==> config.mk <==
export PLATFORM = sky130hd
export DESIGN_NAME = apb_master_sequencer_flat
export DESIGN_NICKNAME = d
export VERILOG_FILES = /design/src/rtl/apb_master_sequencer_pkg.sv /design/src/rtl/apb_master_sequencer_if.sv /design/src/rtl/apb_master_sequencer_rr_arbiter.sv /design/src/rtl/apb_master_sequencer.sv /design/src/flat_wrapper.sv
export SDC_FILE = /design/constraint.sdc
export NUM_CORES = 1
export LEC_CHECK = 0
export CAP_MARGIN = 0
export CORE_MARGIN = 10
export CORE_UTILIZATION = 41
export DETAILED_ROUTE_END_ITERATION = 16
export PLACE_DENSITY = 0.87
export SYNTH_ARGS = -nofsm -noshare
export SYNTH_HDL_FRONTEND = slang
export SYNTH_HIERARCHICAL = 1
export SYNTH_SLANG_ARGS = --single-unit
==> constraint.sdc <==
create_clock -name pclk -period 3.1 [get_ports pclk]
set_input_delay 0.62 -clock pclk [delete_from_list [all_inputs] [get_ports pclk]]
set_output_delay 0.62 -clock pclk [all_outputs]
set_load 0.01 [all_outputs]
==> src/rtl/apb_master_sequencer_pkg.sv <==
// apb_ctrl_pkg: shared types for the APB master sequencer.
//   state_e    - sequencer FSM states
//   req_attr_t - width-independent attributes of a captured request
//   idx_width  - index width helper that never collapses to zero bits
package apb_ctrl_pkg;

  localparam int STRB_W = 4;
  localparam int PROT_W = 3;

  typedef enum logic [1:0] {
    IDLE   = 2'd0,
    SETUP  = 2'd1,
    ACCESS = 2'd2,
    DECERR = 2'd3
  } state_e;

  typedef struct packed {
    logic              write;
    logic [STRB_W-1:0] strb;
    logic [PROT_W-1:0] prot;
  } req_attr_t;

  // Bits needed to index n items, at least one so single-entry configs still elaborate.
  function automatic int idx_width(input int n);
    return (n > 1) ? $clog2(n) : 1;
  endfunction

endpackage

==> src/rtl/apb_master_sequencer_if.sv <==
// apb_if: APB bus bundle between the sequencer (master) and the slaves.
//   master: drives paddr/pwdata/pwrite/penable/pstrb/pprot/psel, samples prdata/pready/pslverr
//   slave : the mirror image
interface apb_if
  import apb_ctrl_pkg::*;
#(
  parameter int ADDR_WIDTH = 32,
  parameter int DATA_WIDTH = 32,
  parameter int SLAVE_NUM  = 8
) ();

  logic [ADDR_WIDTH-1:0] paddr;
  logic [DATA_WIDTH-1:0] pwdata;
  logic                  pwrite;
  logic                  penable;
  logic [STRB_W-1:0]     pstrb;
  logic [PROT_W-1:0]     pprot;
  logic [SLAVE_NUM-1:0]  psel;
  logic [DATA_WIDTH-1:0] prdata;
  logic                  pready;
  logic                  pslverr;

  modport master (
    output paddr, pwdata, pwrite, penable, pstrb, pprot, psel,
    input  prdata, pready, pslverr
  );

  modport slave (
    input  paddr, pwdata, pwrite, penable, pstrb, pprot, psel,
    output prdata, pready, pslverr
  );

endinterface

==> src/rtl/apb_master_sequencer_rr_arbiter.sv <==
// apb_rr_arbiter: round-robin grant among REQ_NUM requesters.
//   clk, rst_n : clock, async active-low reset
//   req        : request vector
//   en         : grants are only issued while en is high
//   gnt        : one-hot grant (combinational)
//   gnt_idx    : index of the granted requester
// The search starts at the pointer and wraps; the pointer moves past the
// winner whenever a grant is issued, so a requester that keeps its request
// up cannot be granted twice while another one is waiting.
module apb_rr_arbiter
  import apb_ctrl_pkg::*;
#(
  parameter  int REQ_NUM = 2,
  localparam int IDX_W   = idx_width(REQ_NUM)
) (
  input  logic               clk,
  input  logic               rst_n,
  input  logic [REQ_NUM-1:0] req,
  input  logic               en,
  output logic [REQ_NUM-1:0] gnt,
  output logic [IDX_W-1:0]   gnt_idx
);

  logic [IDX_W-1:0] ptr_q;
  logic [IDX_W-1:0] ptr_d;
  logic             found_s;
  int               slot_s;

  // Grant search: first request at or after the pointer, wrapping around.
  always_comb begin
    gnt     = '0;
    gnt_idx = '0;
    found_s = 1'b0;
    slot_s  = 0;
    if (en) begin
      for (int i = 0; i < REQ_NUM; i++) begin
        slot_s = int'(ptr_q) + i;
        if (slot_s >= REQ_NUM) begin
          slot_s = slot_s - REQ_NUM;
        end else begin
          slot_s = slot_s;
        end
        if (!found_s && req[slot_s]) begin
          found_s      = 1'b1;
          gnt[slot_s]  = 1'b1;
          gnt_idx      = IDX_W'(slot_s);
        end else begin
          found_s = found_s;
        end
      end
    end else begin
      found_s = 1'b0;
    end
  end

  // Pointer advance: one past the winner, modulo REQ_NUM.
  always_comb begin
    ptr_d = ptr_q;
    if (found_s) begin
      if (gnt_idx == IDX_W'(REQ_NUM - 1)) begin
        ptr_d = '0;
      end else begin
        ptr_d = gnt_idx + IDX_W'(1);
      end
    end else begin
      ptr_d = ptr_q;
    end
  end

  // Pointer register.
  always_ff @(posedge clk or negedge rst_n) begin
    if (!rst_n) begin
      ptr_q <= '0;
    end else begin
      ptr_q <= ptr_d;
    end
  end

endmodule

==> src/rtl/apb_master_sequencer.sv <==
// apb_master_sequencer: multi-requester APB master.
//   pclk, preset_n : clock, async active-low reset
//   req_*          : packed per-requester request ports; req_ready is the
//                    combinational accept, only ever high in IDLE
//   rsp_*          : one-cycle response pulse to the requester that owned
//                    the transfer (rdata is 0 on writes and errors)
//   apb            : APB master modport (paddr .. pslverr)
// Flow: IDLE (grant + capture) -> SETUP -> ACCESS (until pready or timeout)
// -> IDLE with rsp_valid. Addresses whose slave index field decodes past
// SLAVE_NUM go IDLE -> DECERR -> IDLE and never touch the bus.
module apb_master_sequencer
  import apb_ctrl_pkg::*;
#(
  parameter  int ADDR_WIDTH = 32,
  parameter  int DATA_WIDTH = 32,
  parameter  int SLAVE_NUM  = 8,
  parameter  int REQ_NUM    = 2,
  parameter  int SEL_LSB    = 12,
  parameter  int TIMEOUT    = 16,
  localparam int ID_W       = idx_width(REQ_NUM)
) (
  input  logic                          pclk,
  input  logic                          preset_n,
  input  logic [REQ_NUM-1:0]            req_valid,
  output logic [REQ_NUM-1:0]            req_ready,
  input  logic [REQ_NUM*ADDR_WIDTH-1:0] req_addr,
  input  logic [REQ_NUM*DATA_WIDTH-1:0] req_wdata,
  input  logic [REQ_NUM-1:0]            req_write,
  input  logic [REQ_NUM*STRB_W-1:0]     req_strb,
  input  logic [REQ_NUM*PROT_W-1:0]     req_prot,
  output logic                          rsp_valid,
  output logic [ID_W-1:0]               rsp_id,
  output logic [DATA_WIDTH-1:0]         rsp_rdata,
  output logic                          rsp_err,
  apb_if.master                         apb
);

  localparam int SEL_W = idx_width(SLAVE_NUM);
  localparam int CNT_W = idx_width(TIMEOUT + 1);

  state_e state_q;
  state_e state_d;

  // Captured request; these registers drive the bus fields directly so the
  // address/data phase values stay put through ACCESS and linger in IDLE.
  logic [ADDR_WIDTH-1:0] addr_q,  addr_d;
  logic [DATA_WIDTH-1:0] wdata_q, wdata_d;
  req_attr_t             attr_q,  attr_d;
  logic [ID_W-1:0]       id_q,    id_d;
  logic [SLAVE_NUM-1:0]  psel_q,  psel_d;
  logic                  penable_q, penable_d;
  logic [CNT_W-1:0]      wait_cnt_q, wait_cnt_d;

  logic                  rsp_valid_q, rsp_valid_d;
  logic [ID_W-1:0]       rsp_id_q,    rsp_id_d;
  logic [DATA_WIDTH-1:0] rsp_rdata_q, rsp_rdata_d;
  logic                  rsp_err_q,   rsp_err_d;

  logic [REQ_NUM-1:0]    gnt_s;
  logic [ID_W-1:0]       gnt_idx_s;
  logic                  hs_s;
  logic [ADDR_WIDTH-1:0] sel_addr_s;
  logic [DATA_WIDTH-1:0] sel_wdata_s;
  req_attr_t             sel_attr_s;
  logic [SEL_W-1:0]      sel_idx_s;
  logic                  decerr_s;
  logic                  timeout_s;

  apb_rr_arbiter #(.REQ_NUM(REQ_NUM)) u_arb (
    .clk     (pclk),
    .rst_n   (preset_n),
    .req     (req_valid),
    .en      (state_q == IDLE),
    .gnt     (gnt_s),
    .gnt_idx (gnt_idx_s)
  );

  assign req_ready = gnt_s;
  assign hs_s      = |gnt_s;

  // Select the granted requester's fields and decode its slave index.
  always_comb begin
    sel_addr_s       = req_addr[int'(gnt_idx_s)*ADDR_WIDTH +: ADDR_WIDTH];
    sel_wdata_s      = req_wdata[int'(gnt_idx_s)*DATA_WIDTH +: DATA_WIDTH];
    sel_attr_s.write = req_write[gnt_idx_s];
    sel_attr_s.prot  = req_prot[int'(gnt_idx_s)*PROT_W +: PROT_W];
    // Reads never present strobes on the bus.
    if (req_write[gnt_idx_s]) begin
      sel_attr_s.strb = req_strb[int'(gnt_idx_s)*STRB_W +: STRB_W];
    end else begin
      sel_attr_s.strb = {STRB_W{1'b0}};
    end
    sel_idx_s = sel_addr_s[SEL_LSB +: SEL_W];
    decerr_s  = (int'(sel_idx_s) >= SLAVE_NUM);
  end

  // The abort fires on the last permitted wait cycle, so TIMEOUT ACCESS cycles in total.
  assign timeout_s = (TIMEOUT != 0) && (wait_cnt_q == CNT_W'(TIMEOUT - 1)) && !apb.pready;

  // FSM state register.
  always_ff @(posedge pclk or negedge preset_n) begin
    if (!preset_n) begin
      state_q <= IDLE;
    end else begin
      state_q <= state_d;
    end
  end

  // FSM next-state logic.
  always_comb begin
    state_d = state_q;
    case (state_q)
      IDLE: begin
        if (hs_s) begin
          state_d = decerr_s ? DECERR : SETUP;
        end else begin
          state_d = IDLE;
        end
      end
      SETUP:  state_d = ACCESS;
      ACCESS: begin
        if (apb.pready || timeout_s) begin
          state_d = IDLE;
        end else begin
          state_d = ACCESS;
        end
      end
      DECERR:  state_d = IDLE;
      default: state_d = IDLE;
    endcase
  end

  // FSM output logic: bus phase controls, capture, wait counter and response.
  always_comb begin
    addr_d      = addr_q;
    wdata_d     = wdata_q;
    attr_d      = attr_q;
    id_d        = id_q;
    psel_d      = psel_q;
    penable_d   = penable_q;
    wait_cnt_d  = wait_cnt_q;
    rsp_valid_d = 1'b0;
    rsp_id_d    = {ID_W{1'b0}};
    rsp_rdata_d = {DATA_WIDTH{1'b0}};
    rsp_err_d   = 1'b0;
    case (state_q)
      IDLE: begin
        psel_d     = {SLAVE_NUM{1'b0}};
        penable_d  = 1'b0;
        wait_cnt_d = {CNT_W{1'b0}};
        if (hs_s) begin
          addr_d  = sel_addr_s;
          wdata_d = sel_wdata_s;
          attr_d  = sel_attr_s;
          id_d    = gnt_idx_s;
          if (!decerr_s) begin
            psel_d = {{(SLAVE_NUM-1){1'b0}}, 1'b1} << sel_idx_s;
          end else begin
            psel_d = {SLAVE_NUM{1'b0}};
          end
        end else begin
          addr_d = addr_q;
        end
      end
      SETUP: begin
        penable_d = 1'b1;
      end
      ACCESS: begin
        if (apb.pready) begin
          psel_d      = {SLAVE_NUM{1'b0}};
          penable_d   = 1'b0;
          wait_cnt_d  = {CNT_W{1'b0}};
          rsp_valid_d = 1'b1;
          rsp_id_d    = id_q;
          rsp_err_d   = apb.pslverr;
          rsp_rdata_d = (attr_q.write || apb.pslverr) ? {DATA_WIDTH{1'b0}} : apb.prdata;
        end else if (timeout_s) begin
          psel_d      = {SLAVE_NUM{1'b0}};
          penable_d   = 1'b0;
          wait_cnt_d  = {CNT_W{1'b0}};
          rsp_valid_d = 1'b1;
          rsp_id_d    = id_q;
          rsp_err_d   = 1'b1;
        end else begin
          wait_cnt_d = wait_cnt_q + CNT_W'(1);
        end
      end
      DECERR: begin
        rsp_valid_d = 1'b1;
        rsp_id_d    = id_q;
        rsp_err_d   = 1'b1;
      end
      default: begin
        psel_d    = {SLAVE_NUM{1'b0}};
        penable_d = 1'b0;
      end
    endcase
  end

  // Datapath and output registers.
  always_ff @(posedge pclk or negedge preset_n) begin
    if (!preset_n) begin
      addr_q      <= '0;
      wdata_q     <= '0;
      attr_q      <= '0;
      id_q        <= '0;
      psel_q      <= '0;
      penable_q   <= 1'b0;
      wait_cnt_q  <= '0;
      rsp_valid_q <= 1'b0;
      rsp_id_q    <= '0;
      rsp_rdata_q <= '0;
      rsp_err_q   <= 1'b0;
    end else begin
      addr_q      <= addr_d;
      wdata_q     <= wdata_d;
      attr_q      <= attr_d;
      id_q        <= id_d;
      psel_q      <= psel_d;
      penable_q   <= penable_d;
      wait_cnt_q  <= wait_cnt_d;
      rsp_valid_q <= rsp_valid_d;
      rsp_id_q    <= rsp_id_d;
      rsp_rdata_q <= rsp_rdata_d;
      rsp_err_q   <= rsp_err_d;
    end
  end

  assign apb.paddr   = addr_q;
  assign apb.pwdata  = wdata_q;
  assign apb.pwrite  = attr_q.write;
  assign apb.pstrb   = attr_q.strb;
  assign apb.pprot   = attr_q.prot;
  assign apb.psel    = psel_q;
  assign apb.penable = penable_q;

  assign rsp_valid = rsp_valid_q;
  assign rsp_id    = rsp_id_q;
  assign rsp_rdata = rsp_rdata_q;
  assign rsp_err   = rsp_err_q;

endmodule

==> src/flat_wrapper.sv <==
// flat-port wrapper written by rule: the top's interface ports become plain ports
module apb_master_sequencer_flat import apb_ctrl_pkg::*;
#(
  parameter  int ADDR_WIDTH = 32,
  parameter  int DATA_WIDTH = 32,
  parameter  int SLAVE_NUM  = 8,
  parameter  int REQ_NUM    = 2,
  parameter  int SEL_LSB    = 12,
  parameter  int TIMEOUT    = 16,
  localparam int ID_W       = idx_width(REQ_NUM)
)
  (pclk, preset_n, req_valid, req_ready, req_addr, req_wdata, req_write, req_strb, req_prot, rsp_valid, rsp_id, rsp_rdata, rsp_err, apb_paddr, apb_pwdata, apb_pwrite, apb_penable, apb_pstrb, apb_pprot, apb_psel, apb_prdata, apb_pready, apb_pslverr);
  apb_if #(.ADDR_WIDTH(ADDR_WIDTH), .DATA_WIDTH(DATA_WIDTH), .SLAVE_NUM(SLAVE_NUM)) apb_i ();
  input  logic pclk;
  input  logic preset_n;
  input  logic [REQ_NUM-1:0] req_valid;
  output logic [REQ_NUM-1:0] req_ready;
  input  logic [REQ_NUM*ADDR_WIDTH-1:0] req_addr;
  input  logic [REQ_NUM*DATA_WIDTH-1:0] req_wdata;
  input  logic [REQ_NUM-1:0] req_write;
  input  logic [REQ_NUM*STRB_W-1:0] req_strb;
  input  logic [REQ_NUM*PROT_W-1:0] req_prot;
  output logic rsp_valid;
  output logic [ID_W-1:0] rsp_id;
  output logic [DATA_WIDTH-1:0] rsp_rdata;
  output logic rsp_err;
  output wire logic [$bits(apb_i.paddr)-1:0] apb_paddr;
  output wire logic [$bits(apb_i.pwdata)-1:0] apb_pwdata;
  output wire logic [$bits(apb_i.pwrite)-1:0] apb_pwrite;
  output wire logic [$bits(apb_i.penable)-1:0] apb_penable;
  output wire logic [$bits(apb_i.pstrb)-1:0] apb_pstrb;
  output wire logic [$bits(apb_i.pprot)-1:0] apb_pprot;
  output wire logic [$bits(apb_i.psel)-1:0] apb_psel;
  input wire logic [$bits(apb_i.prdata)-1:0] apb_prdata;
  input wire logic [$bits(apb_i.pready)-1:0] apb_pready;
  input wire logic [$bits(apb_i.pslverr)-1:0] apb_pslverr;
  assign apb_paddr = apb_i.paddr;
  assign apb_pwdata = apb_i.pwdata;
  assign apb_pwrite = apb_i.pwrite;
  assign apb_penable = apb_i.penable;
  assign apb_pstrb = apb_i.pstrb;
  assign apb_pprot = apb_i.pprot;
  assign apb_psel = apb_i.psel;
  assign apb_i.prdata = apb_prdata;
  assign apb_i.pready = apb_pready;
  assign apb_i.pslverr = apb_pslverr;
  apb_master_sequencer #(.ADDR_WIDTH(ADDR_WIDTH), .DATA_WIDTH(DATA_WIDTH), .SLAVE_NUM(SLAVE_NUM), .REQ_NUM(REQ_NUM), .SEL_LSB(SEL_LSB), .TIMEOUT(TIMEOUT)) u_core (.pclk(pclk), .preset_n(preset_n), .req_valid(req_valid), .req_ready(req_ready), .req_addr(req_addr), .req_wdata(req_wdata), .req_write(req_write), .req_strb(req_strb), .req_prot(req_prot), .rsp_valid(rsp_valid), .rsp_id(rsp_id), .rsp_rdata(rsp_rdata), .rsp_err(rsp_err), .apb(apb_i));
endmodule
==> flow_metrics.tcl, run 1 <==
set metrics [dict create \
    synth.most_common_cell "dfrtp_1" \
    ff2ff_setup_slack_ps 540 \
    hp-class "in2async" \
    initial_utilization 0.416 \
    io_buffers 299 \
    worstPathCellList "nor2_1 -> nand2_1 -> a21oi_1 -> clkdlybuf4s50_1" \
    clk_transition_reported_paths_ps 60 \
    clock_tree.buffer_depth 2 \
    rr_startpoint "u_core/state_q[0]$_DFF_PN0_" \
    die_height_um 133 \
    synth_warnings 6 \
    finalHoldViolCount 0 \
    max_stage_delay_ps 610 \
    synth_area_leaders "dfrtp_1 60%, mux2i_1 14%, o21ai_0 7.5%" \
    ant_nets 0 \
    path_buf_inv 1 \
    synth.top_cell.area_share 0.599 \
    fin_ws_ps 195 \
    r2r_cells 6 \
    grt_usage 0.204 \
    final_nets 953 \
    row_count 41 \
    timing.slew.headroom 0.436 \
    fin_area_mm2 0.00901 \
    dp_hpwl_um 14400 \
    place_inst 923 \
    synth_xor_area_frac 0 \
    slowest_stage "clkdlybuf4s50_1" \
    cellPowerDensity_mw_per_mm2 841 \
    first_iter_violations 147 \
    synth_common_cells "125 x dfrtp_1, 91 x nand2_1, 78 x o21ai_0, 71 x mux2i_1, 33 x and2_1" \
    synth_top_cell_by_area "dfrtp_1" \
    dr.pass1.iters 4 \
    syn-cell-area_mm2 0.00522 \
    drive_above_1_share 0.0613 \
    grt_pass1_wl_um 28000 \
    synth.distinct_cells 30 \
    syn_to_final_growth_pct 72.4 \
    synthFlopType "dfrtp_1" \
    core_mm2 0.0126 \
    insertedDiodeCount 0 \
    syn_nets 655 \
    antenna_found_initial 0 \
    io_pins 300 \
    grt_max_degree 77 \
    max_freq_mhz 344 \
    drv_cap 0 \
    finalMaxSlewViolations 0 \
    start_kind "flip-flop" \
    synth-seq-cells 125 \
    tns_ps 0 \
    postLayoutCoreUtil 0.717 \
    status "complete, no violations" \
    finClkSkew_ps 9.48 \
    finalNonFillerCells 955 \
    root_buffer "clkbuf_16" \
    vias_per_cell 4.78 \
    r2r_end "u_core/apb.pwdata[0]$_DFFE_PN0P_" \
    muxShareOfSynthArea 0.138 \
    cts_tree "done" \
    grt-ovfl-total 0 \
    holdBufCountCts 0 \
    ys_seq_area_frac 0.599 \
    crit_end "req_ready[0]" \
    nFillCells 882 \
    insertion_delay_ps 420 \
    setup_viol_count_final 0 \
    cp.depth 4 \
    synth_top_family_by_area "multiplexers" \
    dieArea_mm2 0.0177 \
    cts_sinks 125 \
    die_w_um 133 \
    first_global_vias 5123 \
    end_kind "primary output" \
    num_vias 4569 \
    cts_resized 0 \
    synthAdderAreaFrac 0.00240 \
    tightest_slew_ps 845 \
    critPathRequiredTime_ps 2480 \
    synthSimpleGateAreaFrac 0.130 \
    syn_area_per_cell_um2 11.1 \
    postPlaceCellArea_mm2 0.00841 \
    worstPathArrival_ps 2290 \
    cts_setup_buffers 0 \
    fin_crit_ps 2910 \
    wl_per_cell_um 19.0 \
    rsz0062_at_grt "false" \
    h-tree-depth 4 \
    dp_slack_ps 369 \
    critPathMaxFanout 12 \
    startpoint "u_core/state_q[0]$_DFF_PN0_" \
    drc_errors 0 \
    drt-total-wl_um 18100 \
    path_class "reg2out" \
    finalCritPeriodShare 0.937 \
    synth_edf_count 0 \
    numCtsBuffers 17 \
    leakage_nw 3.87 \
    ir_drop_v 0.000409 \
    synth_compound_area_frac 0.102 \
    syn_inst 472 \
    async_flop_share 1.00 \
    crit_family "buffers and inverters" \
    place.gp.congestion 0.826 \
]
[state kept, by name (all words and copies together) (netlist names)]
name	cells
u_core/u_arb/ptr_q	1
u_core/apb.pprot	3
u_core/apb.penable	1
u_core/rsp_rdata	32
u_core/apb.pstrb	4
u_core/rsp_valid	1
u_core/wait_cnt_q	5
u_core/state_q	2
u_core/rsp_id	1
u_core/apb.psel	8
u_core/apb.pwdata	32
u_core/apb.paddr	32
u_core/apb.pwrite	1
u_core/rsp_err	1
u_core/id_q	1
[how the worst min path moves through the flow]
| stage | cells after the start | start | slack, ps | to |
|---|---|---|---|---|
| global placement | 2 | u_core/apb.paddr[27]$_DFFE_PN0P_ | 460 | u_core/apb.paddr[27]$_DFFE_PN0P_ |
| detailed placement | 2 | u_core/apb.pwdata[16]$_DFFE_PN0P_ | 470 | u_core/apb.pwdata[16]$_DFFE_PN0P_ |
| finish | 1 | preset_n | 300 | u_core/rsp_rdata[29]$_DFF_PN0_ |
| CTS | 1 | preset_n | 330 | u_core/rsp_rdata[27]$_DFF_PN0_ |
| global route | 1 | preset_n | 360 | u_core/rsp_rdata[29]$_DFF_PN0_ |
| floorplan | 0 | preset_n | 320 | u_core/apb.paddr[0]$_DFFE_PN0P_ |
[routing by layer]
layer	GRT usage	vias to the layer above	wire, um	part of all wire
met5	0	-	0	0
met4	0.0819	0	438	0.024
met3	0.0893	31	1580	0.087
met2	0.373	186	9730	0.54
met1	0.194	2157	6370	0.35
li1	-	2195	-	-
[metrics by stage]
step	power, mW	hold slack (ps)
4_1_cts	7.68	325
5_1_grt	8.02	356
3_5_place_dp	5.66	469
3_3_place_gp	5.51	462
2_1_floorplan	3.89	324
6_report	7.58	303
[cell type report]
cell class	instances	area [um^2]	share of cell area
Multi-Input combinational cell	315	1960	0.218
Inverter	4	15.0	0.00167
Tap cell	172	215	0.0239
Clock inverter	15	174	0.0193
Timing Repair Buffer	307	3090	0.343
Sequential cell	125	3130	0.347
Clock buffer	17	425	0.0472
[power breakdown]
part | switching (mW) | internal [mW]
Combinational | 1.50 | 1.59
Clock | 0.731 | 1.26
Sequential | 0.315 | 2.19
[kinds of logic (layout without fill, tap and decap cells)]
logic type / after synthesis / after routing
and+or+nand+nor: 146 / 146
DFF: 125 / 125
AOI/OAI and AO/OA: 96 / 96
muxes: 72 / 72
buffers and inverters: 32 / 343
adders and majority gates: 1 / 1
[layout by cell type, fill, tap and decap left out, types with 2 or more instances in the layout]
cell type,Yosys,routed
mux2i_1,71,71
buf_4,2,6
o31ai_1,9,9
inv_1,4,4
dfrtp_1,125,125
and2_1,33,33
bufinv_16,0,3
clkbuf_16,0,17
o21ai_0,78,78
clkdlybuf4s50_1,0,298
nand3_1,2,2
nand2_1,91,91
a21oi_1,4,3
buf_12,0,3
clkinvlp_4,0,5
clkinv_2,0,4
nor2_1,6,6
clkinv_4,0,3
nand2b_1,5,5
nor2b_1,2,2
Note: power is estimated with default switching activity, not from simulation.
==> inputs of run 2 (changes only) <==
- ABC_AREA: not set -> 0
- CORE_ASPECT_RATIO: not set -> 1.25
==> flow_metrics.tcl, run 2 (synthesis gave the netlist of run 1 again) <==
set metrics [dict create \
    status "complete, no violations" \
    start_kind "flip-flop" \
    root_buffer "clkbuf_16" \
    cts_tree "done" \
    finalCritPeriodShare 0.889 \
    holdBufCountCts 0 \
    wl_per_cell_um 19.7 \
    first_iter_violations 195 \
    insertion_delay_ps 400 \
    r2r_end "u_core/apb.paddr[11]$_DFFE_PN0P_" \
    initial_utilization 0.414 \
    core_mm2 0.0126 \
    vias_per_cell 4.88 \
    dp_slack_ps 422 \
    clk_transition_reported_paths_ps 50 \
    cts_sinks 125 \
    tns_ps 0 \
    die_w_um 121 \
    row_count 46 \
    fin_crit_ps 2760 \
    ff2ff_setup_slack_ps 790 \
    power_mw 7.47 \
    finalMaxSlewViolations 0 \
    worstPathArrival_ps 2140 \
    grt-ovfl-total 0 \
    numCtsBuffers 17 \
    critPathRequiredTime_ps 2480 \
    tightest_slew_ps 545 \
    finClkSkew_ps 5.44 \
    drc_errors 0 \
    leakage_nw 3.86 \
    clock_tree.buffer_depth 2 \
    critPathMaxFanout 12 \
    first_global_vias 5251 \
    rsz0062_at_grt "false" \
    grt_usage 0.211 \
    final_nets 954 \
    dp_hpwl_um 15000 \
    h-tree-depth 4 \
    place.gp.congestion 0.872 \
    nFillCells 898 \
    syn_to_final_growth_pct 71.8 \
    final_cell_mix "298 x clkdlybuf4s50_1, 125 x dfrtp_1, 91 x nand2_1" \
    path_class "reg2out" \
    dr.pass1.iters 7 \
    rr_startpoint "u_core/state_q[0]$_DFF_PN0_" \
    fin_ws_ps 345 \
    cts_resized 0 \
    postLayoutCoreUtil 0.712 \
    final_common_cell "clkdlybuf4s50_1" \
    max_freq_mhz 363 \
    ant_nets 0 \
    io_pins 300 \
    antenna_found_initial 0 \
    grt_max_degree 75 \
    io_buffers 299 \
    timing.slew.headroom 0.637 \
    end_kind "primary output" \
    grt_pass1_wl_um 28900 \
    dieArea_mm2 0.0177 \
    cellPowerDensity_mw_per_mm2 832 \
    drv_cap 0 \
    die_height_um 146 \
    hp-class "in2async" \
    drive_above_1_share 0.0626 \
    cts_setup_buffers 0 \
    ir_drop_v 0.000452 \
    drt-total-wl_um 18700 \
    finalHoldViolCount 0 \
    r2r_cells 6 \
    setup_viol_count_final 0 \
    num_vias 4644 \
    insertedDiodeCount 0 \
]
run 2: cell count changes in the layout (fill, tap and decap cells not counted), sizes merged:
cell / previous run / this run
clkbuf: 17 / 20
buf: 9 / 10
bufinv: 3 / 1
clkinv: 7 / 6
clkinvlp: 5 / 4
run 2: per-stage QoR:
stage               hold slack, ps  cells  area (um^2)
detailed placement             464    920         8410
CTS                            155    951         8970
floorplan                      324    472         5220
finish                         155    951         8970
global route                   171    951         8970
global placement               452    920         8410
run 2: layout make-up:
class                      count  area (um^2)  area share
timing repair buffer         308         3100       0.345
tap                          168          210      0.0234
multi-input combinational    315         1960       0.219
clock inverter                11         93.8      0.0105
sequential                   125         3130       0.349
clock buffer                  20          467      0.0520
inverter                       4         15.0     0.00167
run 2: how the worst max path moves through the flow:
| stage | to | slack (ps) | start |
|---|---|---|---|
| final | req_ready[1] | 340 | u_core/state_q[0]$_DFF_PN0_ |
| after global routing | req_ready[1] | 200 | u_core/state_q[0]$_DFF_PN0_ |
| after CTS | req_ready[1] | 180 | u_core/state_q[0]$_DFF_PN0_ |
| after detailed placement | req_ready[0] | 420 | req_valid[0] |
| after global placement | req_ready[0] | 420 | req_valid[0] |
| after floorplan | u_core/apb.paddr[24]$_DFFE_PN0P_ | 1290 | u_core/state_q[1]$_DFF_PN0_ |
run 2: power by group:
group          internal [mW]  total (mW)  switching, mW
combinational           1.59        3.11           1.53
sequential              2.19        2.51          0.320
clock                   1.15        1.85          0.692
total                   4.93        7.47           2.54
run 2: critical path: stages, from the launching register on:
cell and delay (ps):
dfrtp_1 490, nor2_2 300, nand2_1 160, a21oi_1 200
clkdlybuf4s50_1 580
run 2: per-layer routing:
layer  wire, um  vias to the layer above  share of wire  global-route usage
met5          0                        -              0                   0
met3       1570                       29          0.084              0.0725
met1       6040                     2250           0.32               0.202
li1           -                     2193              -                   -
met4        467                        0          0.025              0.0798
met2      10600                      172           0.57               0.399
